File: src/rtl/cipher_store_pkg.sv
// Shared ciphertext store defaults, used by the store and by the push-button,
// display and transmit blocks that size their buses from it.
package cipher_store_pkg;

    localparam int unsigned DEFAULT_DATAWIDTH = 12;
    localparam int unsigned DEFAULT_DATADEPTH = 16;
    localparam int unsigned MAX_READERS       = 8;

endpackage

File: src/rtl/cipher_store_arbiter_rr_arbiter.sv
// N-way round-robin arbiter. Grant is combinational from the request vector;
// the rotating pointer advances past the winner whenever a grant is issued.
module rr_arbiter #(
    parameter int unsigned N = 2
) (
    input  logic         i_clk,
    input  logic         i_rst,
    input  logic         i_en,
    input  logic [N-1:0] i_req,
    output logic [N-1:0] o_grant
);

    localparam int unsigned PW = (N > 1) ? $clog2(N) : 1;

    logic [PW-1:0] r_ptr;
    logic [PW-1:0] w_idx;
    int            w_j;

    // Scan from the pointer downwards in priority so the closest request wins.
    always_comb begin
        w_idx   = r_ptr;
        w_j     = 0;
        o_grant = '0;
        for (int k = int'(N) - 1; k >= 0; k--) begin
            w_j = int'(r_ptr) + k;
            if (w_j >= int'(N)) begin
                w_j = w_j - int'(N);
            end
            if (i_req[w_j]) begin
                w_idx = PW'(w_j);
            end
        end
        if (i_en && |i_req) begin
            o_grant[w_idx] = 1'b1;
        end
    end

    always_ff @(posedge i_clk) begin
        if (i_rst) begin
            r_ptr <= '0;
        end else if (i_en && |i_req) begin
            r_ptr <= (w_idx == PW'(N - 1)) ? '0 : w_idx + 1'b1;
        end
    end

endmodule

File: src/rtl/cipher_store_arbiter.sv
// Ciphertext store: auto-addressed write port plus NUM_READERS round-robin read
// ports sharing one single-port, synchronously read RAM. Writes win over reads.
module cipher_store_arbiter
    import cipher_store_pkg::*;
#(
    parameter int unsigned DATAWIDTH   = DEFAULT_DATAWIDTH,
    parameter int unsigned DATADEPTH   = DEFAULT_DATADEPTH,
    parameter int unsigned NUM_READERS = 2,
    localparam int unsigned AW         = $clog2(DATADEPTH)
) (
    input  logic                      i_clk,
    input  logic                      i_rst,
    input  logic                      i_clear,
    input  logic                      i_wr_req,
    input  logic [DATAWIDTH-1:0]      i_wr_data,
    output logic                      o_wr_ack,
    output logic [AW-1:0]             o_wr_addr,
    output logic [AW:0]               o_count,
    output logic                      o_full,
    output logic                      o_overflow,
    input  logic [NUM_READERS-1:0]    i_rd_req,
    input  logic [NUM_READERS*AW-1:0] i_rd_addr,
    output logic [NUM_READERS-1:0]    o_rd_valid,
    output logic [DATAWIDTH-1:0]      o_rd_data
);

    logic [DATAWIDTH-1:0]   r_mem [DATADEPTH];
    logic [AW-1:0]          r_wr_addr;
    logic [AW:0]            r_count;
    logic                   r_overflow;
    logic                   r_wr_ack;
    logic [NUM_READERS-1:0] r_rd_valid;
    logic [DATAWIDTH-1:0]   r_rd_data;

    logic                   w_full;
    logic                   w_wr_accept;
    logic                   w_rd_en;
    logic [NUM_READERS-1:0] w_grant;
    logic [AW-1:0]          w_rd_addr;
    logic                   w_rd_in_range;

    assign w_full      = (r_count == (AW + 1)'(DATADEPTH));
    assign w_wr_accept = !i_rst && !i_clear && i_wr_req && !w_full;
    // A write while full does not use the RAM, so reads may still proceed.
    assign w_rd_en     = !i_rst && !i_clear && !(i_wr_req && !w_full);

    rr_arbiter #(
        .N (NUM_READERS)
    ) u_rr_arbiter (
        .i_clk   (i_clk),
        .i_rst   (i_rst),
        .i_en    (w_rd_en),
        .i_req   (i_rd_req),
        .o_grant (w_grant)
    );

    always_comb begin
        w_rd_addr = '0;
        for (int i = 0; i < int'(NUM_READERS); i++) begin
            if (w_grant[i]) begin
                w_rd_addr = w_rd_addr | i_rd_addr[i*AW +: AW];
            end
        end
    end

    assign w_rd_in_range = ({1'b0, w_rd_addr} < (AW + 1)'(DATADEPTH));

    // RAM contents are deliberately left out of reset.
    always_ff @(posedge i_clk) begin
        if (w_wr_accept) begin
            r_mem[r_wr_addr] <= i_wr_data;
        end
    end

    always_ff @(posedge i_clk) begin
        if (i_rst) begin
            r_wr_addr  <= '0;
            r_count    <= '0;
            r_overflow <= 1'b0;
            r_wr_ack   <= 1'b0;
            r_rd_valid <= '0;
            r_rd_data  <= '0;
        end else begin
            r_wr_ack   <= w_wr_accept;
            r_rd_valid <= w_grant;
            if (|w_grant) begin
                r_rd_data <= w_rd_in_range ? r_mem[w_rd_addr] : '0;
            end
            if (i_clear) begin
                r_wr_addr  <= '0;
                r_count    <= '0;
                r_overflow <= 1'b0;
            end else if (i_wr_req) begin
                if (w_full) begin
                    r_overflow <= 1'b1;
                end else begin
                    r_wr_addr <= (r_wr_addr == AW'(DATADEPTH - 1)) ? '0 : r_wr_addr + 1'b1;
                    r_count   <= r_count + 1'b1;
                end
            end
        end
    end

    assign o_wr_ack   = r_wr_ack;
    assign o_wr_addr  = r_wr_addr;
    assign o_count    = r_count;
    assign o_full     = w_full;
    assign o_overflow = r_overflow;
    assign o_rd_valid = r_rd_valid;
    assign o_rd_data  = r_rd_data;

endmodule

File: config.mk
export PLATFORM = sky130hd
export DESIGN_NAME = cipher_store_arbiter
export DESIGN_NICKNAME = d
export VERILOG_FILES = /design/src/rtl/cipher_store_pkg.sv /design/src/rtl/cipher_store_arbiter_rr_arbiter.sv /design/src/rtl/cipher_store_arbiter.sv
export SDC_FILE = /design/constraint.sdc
export NUM_CORES = 1
export LEC_CHECK = 0
export CORE_UTILIZATION = 50
export CTS_CLUSTER_SIZE = 25
export DETAILED_ROUTE_END_ITERATION = 7
export GPL_TIMING_DRIVEN = 0
export PLACE_DENSITY = 0.73
export REMOVE_ABC_BUFFERS = 1
export SLEW_MARGIN = 40
export SYNTH_ARGS = -nofsm -noshare
export SYNTH_HDL_FRONTEND = slang
export SYNTH_SLANG_ARGS = --single-unit
File: constraint.sdc
create_clock -name i_clk -period 5.9 [get_ports i_clk]
set_clock_uncertainty 0.05 [all_clocks]
set_input_delay 1.77 -clock i_clk [delete_from_list [all_inputs] [get_ports i_clk]]
set_output_delay 1.77 -clock i_clk [all_outputs]
set_load 0.05 [all_outputs]
==> results of run 1 <==
[cell usage after synthesis]
cell type,count,share of area (%)
a32o_2,1,0.13
mux2_2,13,1.7
buf_4,1,0.089
nor4bb_1,1,0.12
clkbuf_1,13,0.58
a21oi_2,1,0.10
a21boi_4,1,0.22
a32o_1,1,0.12
a311oi_1,13,1.3
edfxtp_1,192,68
o21ba_2,1,0.12
clkbuf_2,1,0.059
xnor2_1,1,0.10
a21oi_1,8,0.47
nor3_1,5,0.30
o22ai_1,25,1.8
nor2_1,26,1.2
nand2_1,85,3.8
o21a_1,1,0.089
ha_1,6,0.89
o21ai_0,26,1.5
or2_2,2,0.15
nand4_1,3,0.22
buf_2,17,1.0
or4_1,1,0.089
a32oi_1,2,0.21
o21ai_2,1,0.10
and3_1,1,0.074
inv_1,9,0.40
dfxtp_1,26,6.2
a32oi_4,2,0.65
xor2_1,4,0.41
nor2b_1,1,0.074
nor2_2,1,0.074
nand2b_2,1,0.10
a31oi_1,23,1.7
buf_1,2,0.089
o32a_1,12,1.4
o31a_1,1,0.10
nand2b_1,3,0.22
o221ai_1,35,3.6
buf_6,1,0.13
[tightest hold or removal path, stage by stage, from the launching register on]
cell     delay, ns
dfxtp_1       0.33
a21oi_1       0.04
nor2_1        0.07
[layer usage]
metal | vias up | GRT usage [%]
li1 | 2380 | -
met1 | 2630 | 29.7
met2 | 283 | 38.7
met3 | 58 | 3.38
met4 | 0 | 9.69
met5 | - | 0
[state kept, by name (all words and copies together) (netlist names)]
| signal | flops |
|---|---|
| o_rd_data | 12 |
| o_rd_valid | 2 |
| o_wr_addr | 4 |
| r_mem | 192 |
| o_count | 5 |
| u_rr_arbiter.r_ptr | 1 |
| o_wr_ack | 1 |
| o_overflow | 1 |
[through the flow]
stage               total power [mW]  util, %  instance area, µm²  TNS (ns)  setup slack [ns]
CTS                             3.30     60.8               10000         0             0.823
finish                          3.29     60.9               10100         0             0.849
floorplan                       1.87        -                8290         0             0.684
global placement                1.97     54.9                9070    -20.42             -1.74
global route                    3.37     60.9               10100         0             0.613
detailed placement              1.99     56.7                9370         0             0.408
[cells by family after synthesis]
| logic type | share of synthesized area (%) |
|---|---|
| compound gates | 13.8 |
| xor+xnor | 0.518 |
| fa+ha+maj | 0.888 |
| buf+inv | 2.35 |
| flops | 74.4 |
| mux | 1.73 |
| simple gates | 6.35 |
[final cells by class]
class / instances / area, µm²
Clock buffer: 29 / 556
Clock inverter: 9 / 125
Fill cell: 1183 / 6460
Inverter: 9 / 33.8
Multi-Input combinational cell: 308 / 2090
Sequential cell: 218 / 6290
Tap cell: 220 / 275
Timing Repair Buffer: 68 / 698
[final timing paths]
kind	startpoint	to	slack [ns]	cells after the start
setup / recovery	i_rd_req[1]	o_rd_data[2]$_SDFFE_PP0P_	0.85	9
setup reg to reg	u_rr_arbiter.r_ptr$_SDFFE_PP0N_	o_rd_data[2]$_SDFFE_PP0P_	2.39	8
hold reg to reg	o_overflow$_SDFFE_PP0P_	o_overflow$_SDFFE_PP0P_	0.43	2
hold / removal	o_overflow$_SDFFE_PP0P_	o_overflow$_SDFFE_PP0P_	0.43	2
[power groups by stage]
stage	logic [mW]	clock network (mW)	registers [mW]
floorplan	0.0866	0	1.79
global placement	0.230	0	1.74
detailed placement	0.249	0	1.74
CTS	0.251	1.34	1.71
global route	0.266	1.40	1.71
finish	0.251	1.33	1.71
==> results.json, run 1 <==
{
  "status": "finished clean",
  "place.gp.congestion": 0.784,
  "ios": 52,
  "insertion_delay_ns": 0.49,
  "cts_root_buf": "clkbuf_16",
  "antenna_found_initial": 0,
  "power.internal_mw": 2.57,
  "cts_setup_buffers": 0,
  "wire_per_inst_um": 22.9,
  "area_delta_synth_final_pct": 19.1,
  "cp_cell_sequence": "clkdlybuf4s50_1 -> a21boi_4 -> a32o_4 -> nand4_1 -> buf_6 -> buf_6 -> o221ai_1 -> a31oi_1 -> o32a_1",
  "core_area_mm2": 0.0165,
  "cts_tree": "done",
  "dieWidth_um": 132,
  "syn_inst": 570,
  "drv_slew": 0,
  "max-slew-margin-rel_pct": 40.5,
  "setup_viol": 0,
  "end_kind": "flop",
  "via_per_inst": 6.21,
  "cp-start-kind": "input port",
  "grt.overflow.total": 0,
  "finalHoldViolCount": 0,
  "cpLargestDelayFamily": "compound AO/OA/AOI/OAI gates",
  "tightest_slew_ns": 0.892,
  "fmax_mhz": 198,
  "max_stage_delay_ns": 0.70,
  "portBuffers": 51,
  "synth.distinct_cells": 42,
  "std_cell_rows": 47,
  "top_layer": "met4",
  "vias": 5351,
  "hold_path.class": "reg2reg",
  "path_buf_inv": 3,
  "p_seq_share_pct": 52.0,
  "drive_above_1_share_pct": 13.9,
  "critical_path.slowest_cell": "clkdlybuf4s50_1",
  "critical_path.max_fanout": 50,
  "h-tree-depth": 1,
  "final_common_cell": "edfxtp_1",
  "required_ns": 6.23,
  "syn-mean-instance-area_um2": 14.8,
  "placedCellCount": 823,
  "grt_setup_unrepaired": "no",
  "final_nets": 658,
  "leakage_nw": 3.16,
  "grt_use_total_pct": 22.9,
  "ant_nets": 0,
  "die_area_mm2": 0.0174,
  "grt_pass1_wl_um": 30000,
  "n_antenna_cell": 0,
  "clk_pin_slew_ns": 0.06,
  "netSwitchingPower_mw": 0.713,
  "layoutNonFillerInstCount": 861,
  "wl_um": 19700,
  "cts_resized": 0,
  "yosysWarningCount": 0,
  "grt_pass1_vias": 5237,
  "drv_cap": 0,
  "drc": 0,
  "holdWs_ns": 0.425,
  "hpwl_um": 11800,
  "grt_max_degree": 51,
  "drt_first_iter_violations": 616,
  "dr.pass1.iters": 5,
  "wl_met3_um": 1600,
  "routed-wl-met2_um": 9830,
  "fin_crit_sh_pct": 85.6,
  "start_util_pct": 51.2,
  "ys_seq_area_share_pct": 74.4,
  "period_needed_ns": 5.05,
  "die_height_um": 132,
  "crit_path_frequent_cell": "buf_6",
  "numCtsBuffers": 21,
  "wl_met1_um": 7530,
  "clockBufferDepth": 3,
  "powerDensity_mw_per_mm2": 326,
  "syn_area_mm2": 0.00845,
  "pwr-share-comb_pct": 7.6,
  "power.share.clock_pct": 40.3,
  "cts.sinks": 218,
  "cts.hold.buffers_added": 0,
  "final_cell_mix": "edfxtp_1, nand2_1, clkdlybuf4s50_1",
  "cp_data_arrival_time_ns": 5.38,
  "switching_share_pct": 21.7,
  "critPathKind": "in2reg",
  "ir_worst_vdd_uv": 212,
  "ys_ff_latch": 218
}
Power figures use the tool's default switching activity.
==> inputs of run 2 (changes only) <==
Settings changed: SETUP_SLACK_MARGIN from default to 0.02.
==> results of run 2 <==
Same layout as run 1: the final DEF is identical, and so are final timing and power.
